**src/rtl/fetch_if.sv**
```systemverilog
// fetch_if: fetch-stage bundle of pipeline control, instruction-memory port and decode-side outputs.
interface fetch_if;
  logic stall, flush, halt, bubble_out;
  logic [15:0] branch_tgt, mem_addr, mem_data, instr_out, pc_out;
  modport master(input stall, flush, halt, branch_tgt, mem_data, output mem_addr, instr_out, pc_out, bubble_out);
  modport slave(output stall, flush, halt, branch_tgt, mem_data, input mem_addr, instr_out, pc_out, bubble_out);
endinterface

```
**src/rtl/fetch.sv**
```systemverilog
// fetch: instruction-fetch stage owning the fetch PC, with stall hold, flush redirect and sticky halt.
module fetch #(
  parameter logic [15:0] RESET_PC = 16'h0000
) (
  input logic clk,
  input logic rst,
  fetch_if.master bus
);
  logic [15:0] pc, pc_q, hold_instr;
  logic bubble, hold_valid, halted;
  assign bus.mem_addr = pc;
  assign bus.instr_out = hold_valid ? hold_instr : bus.mem_data;
  assign bus.pc_out = pc_q;
  assign bus.bubble_out = bubble;
  always_ff @(posedge clk) begin
    if (rst) begin
      pc <= RESET_PC;
      pc_q <= 16'h0000;
      bubble <= 1'b1;
      hold_instr <= 16'h0000;
      hold_valid <= 1'b0;
      halted <= 1'b0;
    end else if (bus.halt || halted) begin
      halted <= 1'b1;
      bubble <= 1'b1;
    end else if (bus.flush) begin
      pc <= bus.branch_tgt;
      bubble <= 1'b1;
      hold_valid <= 1'b0;
    end else if (bus.stall) begin
      // memory data moves on next cycle, so capture the presented word once
      if (!hold_valid) begin
        hold_instr <= bus.mem_data;
        hold_valid <= 1'b1;
      end
    end else begin
      pc_q <= pc;
      pc <= pc + 16'd1;
      bubble <= 1'b0;
      hold_valid <= 1'b0;
    end
  end
endmodule

```
**src/flat_wrapper.sv**
```systemverilog
// flat-port wrapper written by rule: the top's interface ports become plain ports
module fetch_flat 
#(
  parameter logic [15:0] RESET_PC = 16'h0000
)
  (clk, rst, bus_stall, bus_flush, bus_halt, bus_branch_tgt, bus_mem_data, bus_mem_addr, bus_instr_out, bus_pc_out, bus_bubble_out);
  fetch_if bus_i ();
  input logic clk;
  input logic rst;
  input wire logic [$bits(bus_i.stall)-1:0] bus_stall;
  input wire logic [$bits(bus_i.flush)-1:0] bus_flush;
  input wire logic [$bits(bus_i.halt)-1:0] bus_halt;
  input wire logic [$bits(bus_i.branch_tgt)-1:0] bus_branch_tgt;
  input wire logic [$bits(bus_i.mem_data)-1:0] bus_mem_data;
  output wire logic [$bits(bus_i.mem_addr)-1:0] bus_mem_addr;
  output wire logic [$bits(bus_i.instr_out)-1:0] bus_instr_out;
  output wire logic [$bits(bus_i.pc_out)-1:0] bus_pc_out;
  output wire logic [$bits(bus_i.bubble_out)-1:0] bus_bubble_out;
  assign bus_i.stall = bus_stall;
  assign bus_i.flush = bus_flush;
  assign bus_i.halt = bus_halt;
  assign bus_i.branch_tgt = bus_branch_tgt;
  assign bus_i.mem_data = bus_mem_data;
  assign bus_mem_addr = bus_i.mem_addr;
  assign bus_instr_out = bus_i.instr_out;
  assign bus_pc_out = bus_i.pc_out;
  assign bus_bubble_out = bus_i.bubble_out;
  fetch #(.RESET_PC(RESET_PC)) u_core (.clk(clk), .rst(rst), .bus(bus_i));
endmodule
```
**config.mk**
```make
export PLATFORM = sky130hd
export DESIGN_NAME = fetch_flat
export DESIGN_NICKNAME = d
export VERILOG_FILES = /design/src/rtl/fetch_if.sv /design/src/rtl/fetch.sv /design/src/flat_wrapper.sv
export SDC_FILE = /design/constraint.sdc
export NUM_CORES = 1
export LEC_CHECK = 0
export BUFFER_PORTS_ARGS = -buffer_cell sky130_fd_sc_hd__buf_4
export CAP_MARGIN = 20
export CORE_UTILIZATION = 31
export DETAILED_ROUTE_END_ITERATION = 16
export GPL_TIMING_DRIVEN = 0
export HOLD_SLACK_MARGIN = 0.08
export PLACE_DENSITY = 0.54
export SYNTH_ARGS = -nofsm -noshare
export SYNTH_HDL_FRONTEND = slang
export SYNTH_SLANG_ARGS = --single-unit
```
**constraint.sdc**
```tcl
create_clock -name clk -period 5.2 [get_ports clk]
set_input_delay 0.52 -clock clk [delete_from_list [all_inputs] [get_ports clk]]
set_output_delay 0.52 -clock clk [all_outputs]
set_load 0.02 [all_outputs]
```
* Word-level counts from Yosys, hierarchy flattened
Index checks and enable logic that the tools add are counted.
** Operators by class
- Bitwise logic cells :: 3
- Divide/modulo/power cells :: 0
- $mul :: 0
- Equality and inequality tests :: 1
- Reductions and logical operators :: 5
- Magnitude comparators :: 0
- Multiplexer cells :: 5
- Add/subtract/negate cells :: 1
- Shifts and indexed selects :: 0
** Operator list (count)
- two-way mux 16 bit :: 3
- adder 16 x 1 -> 16 bit, second input constant :: 1
- AND reduction 3 bit :: 2
- inverter 1 bit :: 3
- OR reduction 3 bit :: 1
- two-way mux 1 bit :: 2
- inequality test 2 x 1 -> 1 bit, second input constant :: 1
- AND reduction 2 bit :: 1
- logical OR 1 bit :: 1
** Word-level totals
- Memory bits (read-only) :: 0
- Bits of input ports :: 37
- Bits in registers :: 51
- Latch bits :: 0
- Memories kept :: 0
- Output and inout port bits :: 49
- Bits in writable memories :: 0

* Logic depth before layout (Yosys ltp)
Gate-level depths: netlist of the first run.
- Depth in word-level cells :: 3
- Gate-level depth with buffers :: 6

* Worst setup path before layout of the first run
No wires, ideal clock.
- Path type :: input-to-reg
- Start point :: in bus_flush
- End point :: reg u_core.pc[13], in the netlist u_core.bus.mem_addr[13]
- Data required time :: 5.142 ns
- Data arrival time :: 1.903 ns
- Setup time :: 0.058 ns
- Stages on the path :: 6
- Setup slack :: 3.239 ns
- Cells stage by stage :: or4_1 -> buf_2 -> or2_4 -> buf_6 -> o41ai_2 -> a21o_1
** On the way
- Longest elaborated chain between the ends :: 2
** RTL lines
- start: declaration :: RTL line flat_wrapper.sv:11 : input wire logic [$bits(bus_i.flush)-1:0] bus_flush;
- inequality test 2 x 1 -> 1 bit (no line)
- AND reduction 2 bit (no line)
- end signal: assignment :: RTL line fetch.sv:27 : pc <= bus.branch_tgt;
- end signal: assignment :: RTL line fetch.sv:38 : pc <= pc + 16'd1;
- end: declaration :: RTL line fetch.sv:9 : logic [15:0] pc, pc_q, hold_instr;
Parallel ways exist; a longest one is shown, timed or not.
A chain may end at the register's enable or synchronous reset.

* Final worst setup path of the first run
- Start point :: reg u_core.hold_valid
- End point :: out bus_instr_out[4]
** On the way
- Longest elaborated chain between the ends :: 1
** RTL lines
- start: declaration :: RTL line fetch.sv:10 : logic bubble, hold_valid, halted;
- start signal: assignment :: RTL line fetch.sv:21 : hold_valid <= 1'b0;
- start signal: assignment :: RTL line fetch.sv:29 : hold_valid <= 1'b0;
- start signal: assignment :: RTL line fetch.sv:34 : hold_valid <= 1'b1;
- two-way mux 16 bit
- end: declaration :: RTL line flat_wrapper.sv:16 : output wire logic [$bits(bus_i.instr_out)-1:0] bus_instr_out;
Every way passes these cells.

==> impl_results.md, run 1 <==
* Status: complete, no violations
* Crit-path slowest cell: buf_1
* Clk slew on worst S/H paths at 0.09 ns
* Routed Antenna Nets at 0
* Max Transition Viols Final at 0
* Area post-placement at 3140 sq um
* Via/cell ratio at between 4 and 5
* Worst-case reg-to-reg path depth at 4
* Vias in the first global route at 2070
* # DRC at 0
* Critical Path Max Stage Delay at 0.49 ns
* Clock root cell: clkbuf_8
* Worst-path fanout max at 10
* Logic pwr share at 0.168
* Commonest non-fill, non-tap cell in the layout: buf_4
* Max IR drop VDD at 119 uV
* Number of cells produced by synthesis at 274
* #FFs+latches synth at slightly above 50
* Worst hold path cell count at 2
* CTS tree: done
* HP Class: primary input to flop
* CP required at 4.68 ns
* Slew of the pin with the lowest slew margin at 0.934 ns
* R2r endpoint: u_core.bus.pc_out[6]
* # port buffers at 84
* Cell row count at 31
* Synth Net Count at 312
* Number of max-cap violations at 0
* Top FF cell, synth: dfxtp_1
* Worst Hold End: u_core.bus.mem_addr[8]
* Vias post-DR at 2282
* CTS-repair resized insts at 0
* HP Start: bus_branch_tgt[8]
* Core area at between 7000 and 8000 sq um
* Peak Freq at 394 MHz
* Die width at 89.5 microns
* IO Pins at 86
* Fillers at between 700 and 800
* Mean routed wirelength per cell at between 10 and 15 microns
* Die footprint at 8010 sq um
* Share of the yosys chip area belonging to registers at 0.430
* Initial antenna violation count at 0
* Clk_lat worst skew at ~0.3 ns
* RSZ-0062 raised after global routing: no
* Post-Syn Area at approximately 2400 sq um
* Cell taking the most area after synthesis: dfxtp_1
* YS warnings at 0
* Critical path type: flop to output pin
* Leakage at 1.31 nW
* Relative slew slack at 0.372
* Placer Congestion at 0.835
* Final hold violations at 0
* Largest net degree at the start of global routing at 15
* Worst Path Arrival at 2.02 ns
* Final min period at 2.54 ns
* H-tree depth at 2
* Clk_skew at 0.0110 ns
* Number of synthesized flops with an enable pin at 0
* Sw power at 0.213 mW
* Beginning of the critical path: u_core.hold_valid
* Sw frac at 0.259
* Final Non-Filler Cells at roughly 470
* Netlist cell types at 40
* Final Util at 0.442
* Post-CTS Setup Bufs at 0
* Largest delay share family, worst path: buffers and inverters
* Avg Cell Area, Syn at just under 9 sq um
* Reg2reg start: u_core.halted
* Area contributors post-synth: dfxtp_1, mux2i_1, mux2_2
* CP Launch Type: flop
* Die Span Y at 89.5 microns
* Initial DRT Pass Iterations at 4
* Critical Path End Type: output pin
* Cells after DPL at 458
* Post-route cell area at between 3000 and 4000 sq um
* Initial Utilization at 0.324
* Crit-path cells: clkbuf_1 > buf_1 > mux2_2 > buf_4
* Async S/R FF share, synth at 0
* Pwr Density at 254 nW/um^2
* Number of setup violations in the final report at 0
* Commonest non-fill, non-tap cells in the layout: buf_4, dfxtp_1, nand2_1
* Antenna cells at 0
* Int Pwr at 0.609 mW
* Cts-stage hold buffer count at 0
* Setup TNS at 0 ns
* GR Util All Layers at 0.163
* Seq pwr share at 0.505
* Detailed placement HPWL at 4890 microns
* Number of CTS-inserted buffers at 5
* Synth top area share at 0.430
* Clock network fraction of design power at 0.327
* Area Growth Syn to Fin at 36.6%
* Nets@finish at 404
* CTS Buffer Depth at 2
* CTS sink cnt at 51
* Worst R2R Setup Slack at ~3.3 ns
* 1st-iter DRT viols at between 70 and 80
* Critical path buffers and inverters at 3
* Layout cell share with drive strength beyond 1 at 0.311
* Global-route wire length before repair at 9920 microns
* Global route overflow at 0
* Routed WL at ~6500 microns
* Period utilisation layout at 0.488
==> cell families after synthesis <==
| kind of cell | synth area share |
|---|---|
| mux | 0.152 |
| simple gates | 0.209 |
| buf+inv | 0.0401 |
| compound gates | 0.159 |
| flops | 0.430 |
| fa+ha+maj | 0.00527 |
| xor+xnor | 0.00369 |
==> metal layers <==
layer / global-route usage / up-vias / part of all wire
li1: - / 1163 / -
met1: 0.219 / 1045 / 0.49
met2: 0.256 / 68 / 0.43
met3: 0.0480 / 6 / 0.067
met4: 0.0447 / 0 / 0.0091
met5: 0 / - / 0
==> sequential cells by signal (all words and copies together), names as in the netlist <==
| name | cells |
|---|---|
| u_core.bus.pc_out | 16 |
| u_core.bus.mem_addr | 16 |
| u_core.hold_instr | 16 |
| u_core.bus.bubble_out | 1 |
| u_core.hold_valid | 1 |
| u_core.halted | 1 |
==> area by class of cell <==
type	count	area (sq um)	share of cell area
repair buffers	85	641	0.198
clock inverters	1	30.0	0.00927
flip-flops and latches	51	1020	0.315
inverters	4	15.0	0.00463
plain buffers	18	80.1	0.0247
well taps	99	124	0.0382
multi-input cells	201	1260	0.388
clock buffers	6	72.6	0.0224
==> power groups by stage <==
stage	logic [mW]	registers, mW	clock network (mW)
after CTS	0.139	0.415	0.278
final	0.138	0.415	0.269
after floorplan	0.0701	0.428	0
after detailed placement	0.139	0.424	0
after global placement	0.137	0.424	0
after global routing	0.150	0.417	0.294
==> cell usage after synthesis (all sizes together) (3+ instances only) <==
cell type,n
mux2i,18
o21ai,11
nand3,8
nor2,24
nor3,6
o2bb2ai,3
a221o,3
a21oi,26
mux2,16
clkbuf,12
and3,3
a21o,6
dfxtp,51
nand2,42
inv,4
nor4,5
buf,6
nand4,6
==> worst max-delay path by stage <==
stage                                          to  slack, ns  cells after the start
final                            bus_instr_out[4]       2.66                      4
after global routing             bus_instr_out[3]       2.53                      4
after CTS                        bus_instr_out[1]       2.62                      4
after detailed placement     u_core.bus.pc_out[6]       2.81                      6
after global placement    u_core.bus.mem_addr[14]       2.72                      5
after floorplan           u_core.bus.mem_addr[13]       3.24                      6
==> worst register-to-register path, delay by kind of cell, from the launching register on <==
family          cells  cell delay (ns)
compound gates      1             0.13
buf+inv             1             0.44
simple gates        2             0.94
flops               1             0.37
==> per-stage QoR <==
step / hold WS [ns] / setup WS, ns / power, mW
floorplan: 0.454 / 3.24 / 0.498
global route: 0.431 / 2.53 / 0.862
detailed placement: 0.448 / 2.81 / 0.563
CTS: 0.427 / 2.62 / 0.833
global placement: 0.434 / 2.72 / 0.562
finish: 0.432 / 2.66 / 0.822
(Power assumes the default switching activity.)
==> run 2: changes to the inputs <==
- ABC_AREA: not set -> 1
- clock period: 5.2 -> 2.5 ns (I/O delays scaled with it)
==> run 2 against run 1 <==
Net effect: sequential power is 110% higher; design area is 3.3% higher; area after synthesis is 4.2% higher; critical path type unchanged; highest routed layer unchanged.
==> impl_results.md, run 2 <==
* Async S/R FF share, synth at 0 (unchanged)
* Final Non-Filler Cells at 562 (was 465)
* Routed Antenna Nets at 0 (unchanged)
* Core area at 7730 sq um (was 7330 sq um)
* Max Transition Viols Final at 0 (unchanged)
* # port buffers at 84 (unchanged)
* Initial Utilization at 0.320 (was 0.324)
* Pwr Density at 538 nW/um^2 (was 254 nW/um^2)
* Logic pwr share at 0.180 (was 0.168)
* Largest net degree at the start of global routing at 16 (was 15)
* Cts-stage hold buffer count at 0 (unchanged)
* Clk_skew at 0.00450 ns (was 0.0110 ns)
* Cells after DPL at 554 (was 458)
* Global-route wire length before repair at 11700 microns (was 9920 microns)
* Hold_ws at 0.162 ns (was 0.432 ns)
* CTS-repair resized insts at 0 (unchanged)
* Number of synthesized flops with an enable pin at 0 (unchanged)
* Die width at 91.3 microns (was 89.5 microns)
* Top FF cell, synth: dfxtp_1 (unchanged)
* Sw frac at 0.275 (was 0.259)
* Synth top area share at 0.413 (was 0.430)
* Crit-path slowest cell: clkbuf_1 (was buf_1)
* Commonest non-fill, non-tap cells in the layout: nand2_1, buf_4, dfxtp_1 (was buf_4, dfxtp_1, nand2_1)
* CP Launch Type: flop (unchanged)
* Number of setup violations in the final report at 0 (unchanged)
* Netlist cell types at 25 (was 40)
* Global route overflow at 0 (unchanged)
* Initial DRT Pass Iterations at 4 (unchanged)
* Synth Net Count at 406 (was 312)
* Status: complete, no violations (unchanged)
* Clock root cell: clkbuf_8 (unchanged)
* Commonest non-fill, non-tap cell in the layout: nand2_1 (was buf_4)
* Vias post-DR at 2663 (was 2282)
* Period utilisation layout at 0.693
* CTS Buffer Depth at 2 (unchanged)
* Initial antenna violation count at 0 (unchanged)
* Number of CTS-inserted buffers at 5 (unchanged)
* Cell row count at 32 (was 31)
* CTS sink cnt at 51 (unchanged)
* Die Span Y at 91.3 microns (was 89.5 microns)
* Share of the yosys chip area belonging to registers at 0.413 (was 0.430)
* Avg Cell Area, Syn at 6.72 sq um (was 8.66 sq um)
* Routed WL at 7000 microns (was 6510 microns)
* Area post-placement at 3230 sq um (was 3140 sq um)
* Cell with the most instances after synthesis: nand2_1 (was dfxtp_1)
* Detailed placement HPWL at 5350 microns (was 4890 microns)
* Mean routed wirelength per cell at 12.5 microns (was 14.0 microns)
* Worst-path fanout max at 10 (unchanged)
* YS warnings at 0 (unchanged)
* Clk slew on worst S/H paths at 0.09 ns (about the same)
* Via/cell ratio at 4.74 (was 4.91)
* Pre-CTS setup slack at 0.984 ns (was 2.81 ns)
* Number of cells produced by synthesis at 368 (was 274)
* Post-route worst setup slack at 0.768 ns (was 2.66 ns)
* GR Util All Layers at 0.174 (was 0.163)
* Post-Syn Area at 2470 sq um (was 2370 sq um)
* RSZ-0062 raised after global routing: no (unchanged)
* Number of max-cap violations at 0 (unchanged)
* Die footprint at 8330 sq um (was 8010 sq um)
* Final hold violations at 0 (unchanged)
* # DRC at 0 (unchanged)
* Vias in the first global route at 2449 (was 2070)
* Seq pwr share at 0.487 (was 0.505)
* Clk_lat worst skew at 0.30 ns (about the same)
* Tot Pwr at 1.80 mW (was 0.822 mW)
* Critical path type: flop to output pin (unchanged)
* Area Growth Syn to Fin at 35.4% (was 36.6%)
* IO Pins at 86 (unchanged)
* Antenna cells at 0 (unchanged)
* Layout cell share with drive strength beyond 1 at 0.254 (was 0.311)
* Setup TNS at 0 ns (unchanged)
* Leakage at 1.46 nW (was 1.31 nW)
* Nets@finish at 497 (was 404)
* Synth top cells by count: nand2_1, dfxtp_1, a21oi_1, o21ai_0, nor2_1 (was dfxtp_1, nand2_1, a21oi_1, nor2_1, mux2i_1)
* Peak Freq at 577 MHz
* Worst Path Arrival at 1.48 ns (was 2.02 ns)
* Critical Path End Type: output pin (unchanged)
* Area contributors post-synth: dfxtp_1, nand2_1, a21oi_1 (was dfxtp_1, mux2i_1, mux2_2)
* Sw power at 0.496 mW (was 0.213 mW)
* Relative slew slack at 0.653 (was 0.372)
* CTS tree: done (unchanged)
* Critical Path Max Stage Delay at 0.32 ns (was 0.49 ns)
* Crit-path cells: inv_1 > clkbuf_1 > o21ai_0 > buf_4 (was clkbuf_1 > buf_1 > mux2_2 > buf_4)
* Slew of the pin with the lowest slew margin at 0.520 ns (was 0.934 ns)
* CP required at 2.25 ns (was 4.68 ns)
* Clock network fraction of design power at 0.333 (was 0.327)
* Int Pwr at 1.31 mW (was 0.609 mW)
* Placer Congestion at 0.841 (was 0.835)
* #FFs+latches synth at 51 (unchanged)
* Cell taking the most area after synthesis: dfxtp_1 (unchanged)
* 1st-iter DRT viols at 121 (was 73)
* H-tree depth at 2 (unchanged)
* Final min period at 1.73 ns
* Post-CTS Setup Bufs at 0 (unchanged)
* HP Class: primary input to flop (unchanged)
* Post-route cell area at 3350 sq um (was 3240 sq um)
* Final Util at 0.433 (was 0.442)
* Max IR drop VDD at 212 uV (was 119 uV)
==> run 2: cell count changes after synthesis, sizes merged, moves of 9 or more <==
cell,previous run,this run
a21oi,26,35
inv,4,38
mux2,16,0
mux2i,18,1
nand2,42,96
nand3,8,32
nor2,24,41
o21ai,11,43
==> run 2: path summary, 6_finish.rpt <==
| path | start | to | slack (ns) | cells past startpoint |
|---|---|---|---|---|
| setup / recovery | u_core.hold_valid | bus_instr_out[3] | 0.77 | 4 |
| hold reg to reg | u_core.hold_instr[12] | u_core.hold_instr[12] | 0.45 | 2 |
| hold / removal | bus_branch_tgt[2] | u_core.bus.mem_addr[2] | 0.16 | 3 |
| setup reg to reg | u_core.bus.mem_addr[0] | u_core.bus.mem_addr[10] | 0.95 | 8 |
==> run 2: logic make-up after synthesis <==
kind of cell,Yosys count,share of synthesized area
AO/OA/AOI/OAI,82,0.170
XOR/XNOR,4,0.0142
adder cells (fa/ha/maj),1,0.00506
buffers and inverters,55,0.0957
flip-flops,51,0.413
multiplexers,1,0.00405
AND/OR/NAND/NOR,174,0.298
==> run 2: layout make-up <==
type / count / area, sq um
Fill cell: 832 / 4380
Tap cell: 102 / 128
Timing Repair Buffer: 84 / 631
Multi-Input combinational cell: 262 / 1210
Clock inverter: 2 / 35.0
Inverter: 38 / 143
Buffer: 17 / 93.8
Sequential cell: 51 / 1020
Clock buffer: 6 / 82.6
==> run 2: routing by layer <==
metal,vias up,global-route usage,routed length [microns]
met5,-,0,0
li1,1371,-,-
met1,1208,0.230,3240
met3,4,0.0369,411
met4,0,0.0503,41
met2,80,0.285,3310
==> run 2: critical path: cells and delay by family (launching register included) <==
kind | cells | cell delay, ns
AOI/OAI and AO/OA | 1 | 0.22
buffers and inverters | 3 | 0.64
DFF | 1 | 0.31
==> run 2: power by group through the flow <==
stage | Clock, mW | Sequential, mW | Combinational [mW]
after floorplan | 0 | 0.907 | 0.165
after global placement | 0 | 0.896 | 0.325
after detailed placement | 0 | 0.896 | 0.326
after CTS | 0.622 | 0.877 | 0.327
after global routing | 0.654 | 0.883 | 0.359
final | 0.600 | 0.877 | 0.324
==> run 3: changes to the inputs <==
- PLACE_DENSITY: 0.54 -> 0.56
- clock period: 2.5 -> 1.5 ns (I/O delays scaled with it)
==> run 3 against run 2 <==
Net effect: clock power rose by 90%; worst hold slack got worse by 0.073 ns; global-route usage down 0.27 points; register-to-register slack got worse by 0.85 ns; critical path type unchanged; largest cell class unchanged; largest power group unchanged.
==> impl_results.md, run 3 (synthesis gave the netlist of run 2 again) <==
* # port buffers at 84 (unchanged)
* Final hold violations at 0 (unchanged)
* Met1 wire length at 3210 microns (was 3240 microns)
* Logic pwr share at 0.179 (was 0.180)
* Slew of the pin with the lowest slew margin at 0.502 ns (was 0.520 ns)
* Peak Freq at 690 MHz
* Critical Path Max Stage Delay at 0.32 ns (about the same)
* Leakage at 1.49 nW (was 1.46 nW)
* Commonest non-fill, non-tap cells in the layout: nand2_1, buf_4, dfxtp_1 (unchanged)
* Vias in the first global route at 2403 (was 2449)
* Largest delay share family, worst path: buffers and inverters (unchanged)
* Cell row count at 32 (unchanged)
* Max IR drop VDD at 370 uV (was 212 uV)
* CP required at 1.35 ns (was 2.25 ns)
* HP Class: primary input to flop (unchanged)
* Clock root cell: clkbuf_8 (unchanged)
* Sw frac at 0.269 (was 0.275)
* Area Growth Syn to Fin at 39.6% (was 35.4%)
* DR top layer: met4 (unchanged)
* Final min period at 1.45 ns
* Die footprint at 8330 sq um (unchanged)
* Cells after DPL at 554 (unchanged)
* Initial DRT Pass Iterations at 4 (unchanged)
* Number of max-cap violations at 0 (unchanged)
* Detailed placement HPWL at 5340 microns (was 5350 microns)
* Critical path buffers and inverters at 3 (unchanged)
* 1st-iter DRT viols at 118 (was 121)
* Period utilisation layout at 0.966
* Core area at 7730 sq um (unchanged)
* CTS tree: done (unchanged)
* Stages on worst setup path at 4 (unchanged)
* Via/cell ratio at 4.67 (was 4.74)
* Met3 routed WL at 446 microns (was 411 microns)
* Relative slew slack at 0.665 (was 0.653)
* Seq pwr share at 0.462 (was 0.487)
* Worst-path fanout max at 10 (unchanged)
* Worst-case reg-to-reg path depth at 7 (was 8)
* Area post-placement at 3230 sq um (unchanged)
* Layout cell share with drive strength beyond 1 at 0.292 (was 0.254)
* Placer Congestion at 0.811 (was 0.841)
* Nets@finish at 500 (was 497)
* Routed WL at 6990 microns (was 7000 microns)
* Number of setup violations in the final report at 0 (unchanged)
* Post-CTS Setup Bufs at 0 (unchanged)
* Clock network fraction of design power at 0.359 (was 0.333)
* CTS sink cnt at 51 (unchanged)
* IO Pins at 86 (unchanged)
* Final Non-Filler Cells at 565 (was 562)
* CTS Buffer Depth at 2 (unchanged)
* # DRC at 0 (unchanged)
* Hold_ws at 0.0891 ns (was 0.162 ns)
* Crit-path slowest cell: dfxtp_1 (was clkbuf_1)
* Clk slew on worst S/H paths at 0.09 ns (about the same)
* Routed Antenna Nets at 0 (unchanged)
* Worst R2R Setup Slack at 0.10 ns (was 0.95 ns)
* Largest net degree at the start of global routing at 17 (was 16)
* GR Util All Layers at 0.171 (was 0.174)
* Met2 wire length at 3280 microns (was 3310 microns)
* Number of CTS-inserted buffers at 5 (unchanged)
* Vias post-DR at 2639 (was 2663)
* Global-route wire length before repair at 11700 microns (about the same)
* Commonest non-fill, non-tap cell in the layout: nand2_1 (unchanged)
* Critical path type: flop to output pin (unchanged)
* Mean routed wirelength per cell at 12.4 microns (was 12.5 microns)
* Clk_lat worst skew at 0.31 ns (was 0.30 ns)
* Worst Path Arrival at 1.30 ns (was 1.48 ns)
* Antenna cells at 0 (unchanged)
* Critical Path End Type: output pin (unchanged)
* Initial Utilization at 0.320 (unchanged)
* Status: complete, no violations (unchanged)
* Global route overflow at 0 (unchanged)
* Die Span Y at 91.3 microns (unchanged)
* Pwr Density at 918 nW/um^2 (was 538 nW/um^2)
* H-tree depth at 2 (unchanged)
* Crit-path cells: inv_2 > buf_2 > o21ai_1 > buf_4 (was inv_1 > clkbuf_1 > o21ai_0 > buf_4)
* Die width at 91.3 microns (unchanged)
* Int Pwr at 2.32 mW (was 1.31 mW)
* CP Launch Type: flop (unchanged)
* Initial antenna violation count at 0 (unchanged)
* Clk_skew at 0.00998 ns (was 0.00450 ns)
* Sw power at 0.852 mW (was 0.496 mW)
* Setup TNS at 0 ns (unchanged)
* Max Transition Viols Final at 0 (unchanged)
* Post-route cell area at 3450 sq um (was 3350 sq um)
* Worst hold path cell count at 3 (unchanged)
-- run 3: power by group through the flow --
stage | clock (mW) | sequential [mW] | combinational (mW)
6_report | 1.14 | 1.46 | 0.567
5_1_grt | 1.22 | 1.47 | 0.624
4_1_cts | 1.16 | 1.46 | 0.561
3_5_place_dp | 0 | 1.49 | 0.545
3_3_place_gp | 0 | 1.49 | 0.540
2_1_floorplan | 0 | 1.51 | 0.275
-- run 3: worst paths after layout --
check / from / end
min reg2reg: u_core.hold_instr[13] / u_core.hold_instr[13]
max: u_core.hold_valid / bus_instr_out[5]
max reg2reg: u_core.bus.mem_addr[8] / u_core.bus.mem_addr[15]
min: bus_branch_tgt[3] / u_core.bus.mem_addr[3]
-- run 3: worst reg2reg max path, stage by stage (launching register included) --
cell	delay (ns)
dfxtp_1	0.52
nand2_1	0.15
nor2_1	0.19
nand2_1	0.10
o21ai_1	0.12
nand3_1	0.10
nand2_1	0.09
nand2_1	0.04
-- run 3: area by class of cell --
class	count	area, sq um
repair buffers	87	661
well taps	102	128
inverters	38	143
clock inverters	3	67.6
multi-input cells	262	1240
plain buffers	17	104
fillers	830	4280
clock buffers	5	68.8
flip-flops and latches	51	1030
-- run 3: timing repair --
| action | 4_1_cts | 5_1_grt |
|---|---|---|
| endpoints found under the hold margin | 3 | 0 |
| gates resized for setup | 16 | 22 |
| hold buffers | 3 | 0 |
| setup endpoints to repair | 17 | 22 |
-- run 3: layer usage --
layer / track usage / up-vias
li1: - / 1383
met1: 0.233 / 1176
met2: 0.280 / 75
met3: 0.0352 / 5
met4: 0.0357 / 0
met5: 0 / -
-- run 3: stage by stage --
step                      power (mW)  worst slack [ns]   util
after CTS                       3.19            0.0183  0.441
final                           3.17            0.0513  0.447
after global placement          2.03            0.0110  0.418
after global routing            3.32           -0.0132  0.447
after floorplan                 1.79            0.0568      -
after detailed placement        2.04           -0.0102  0.418
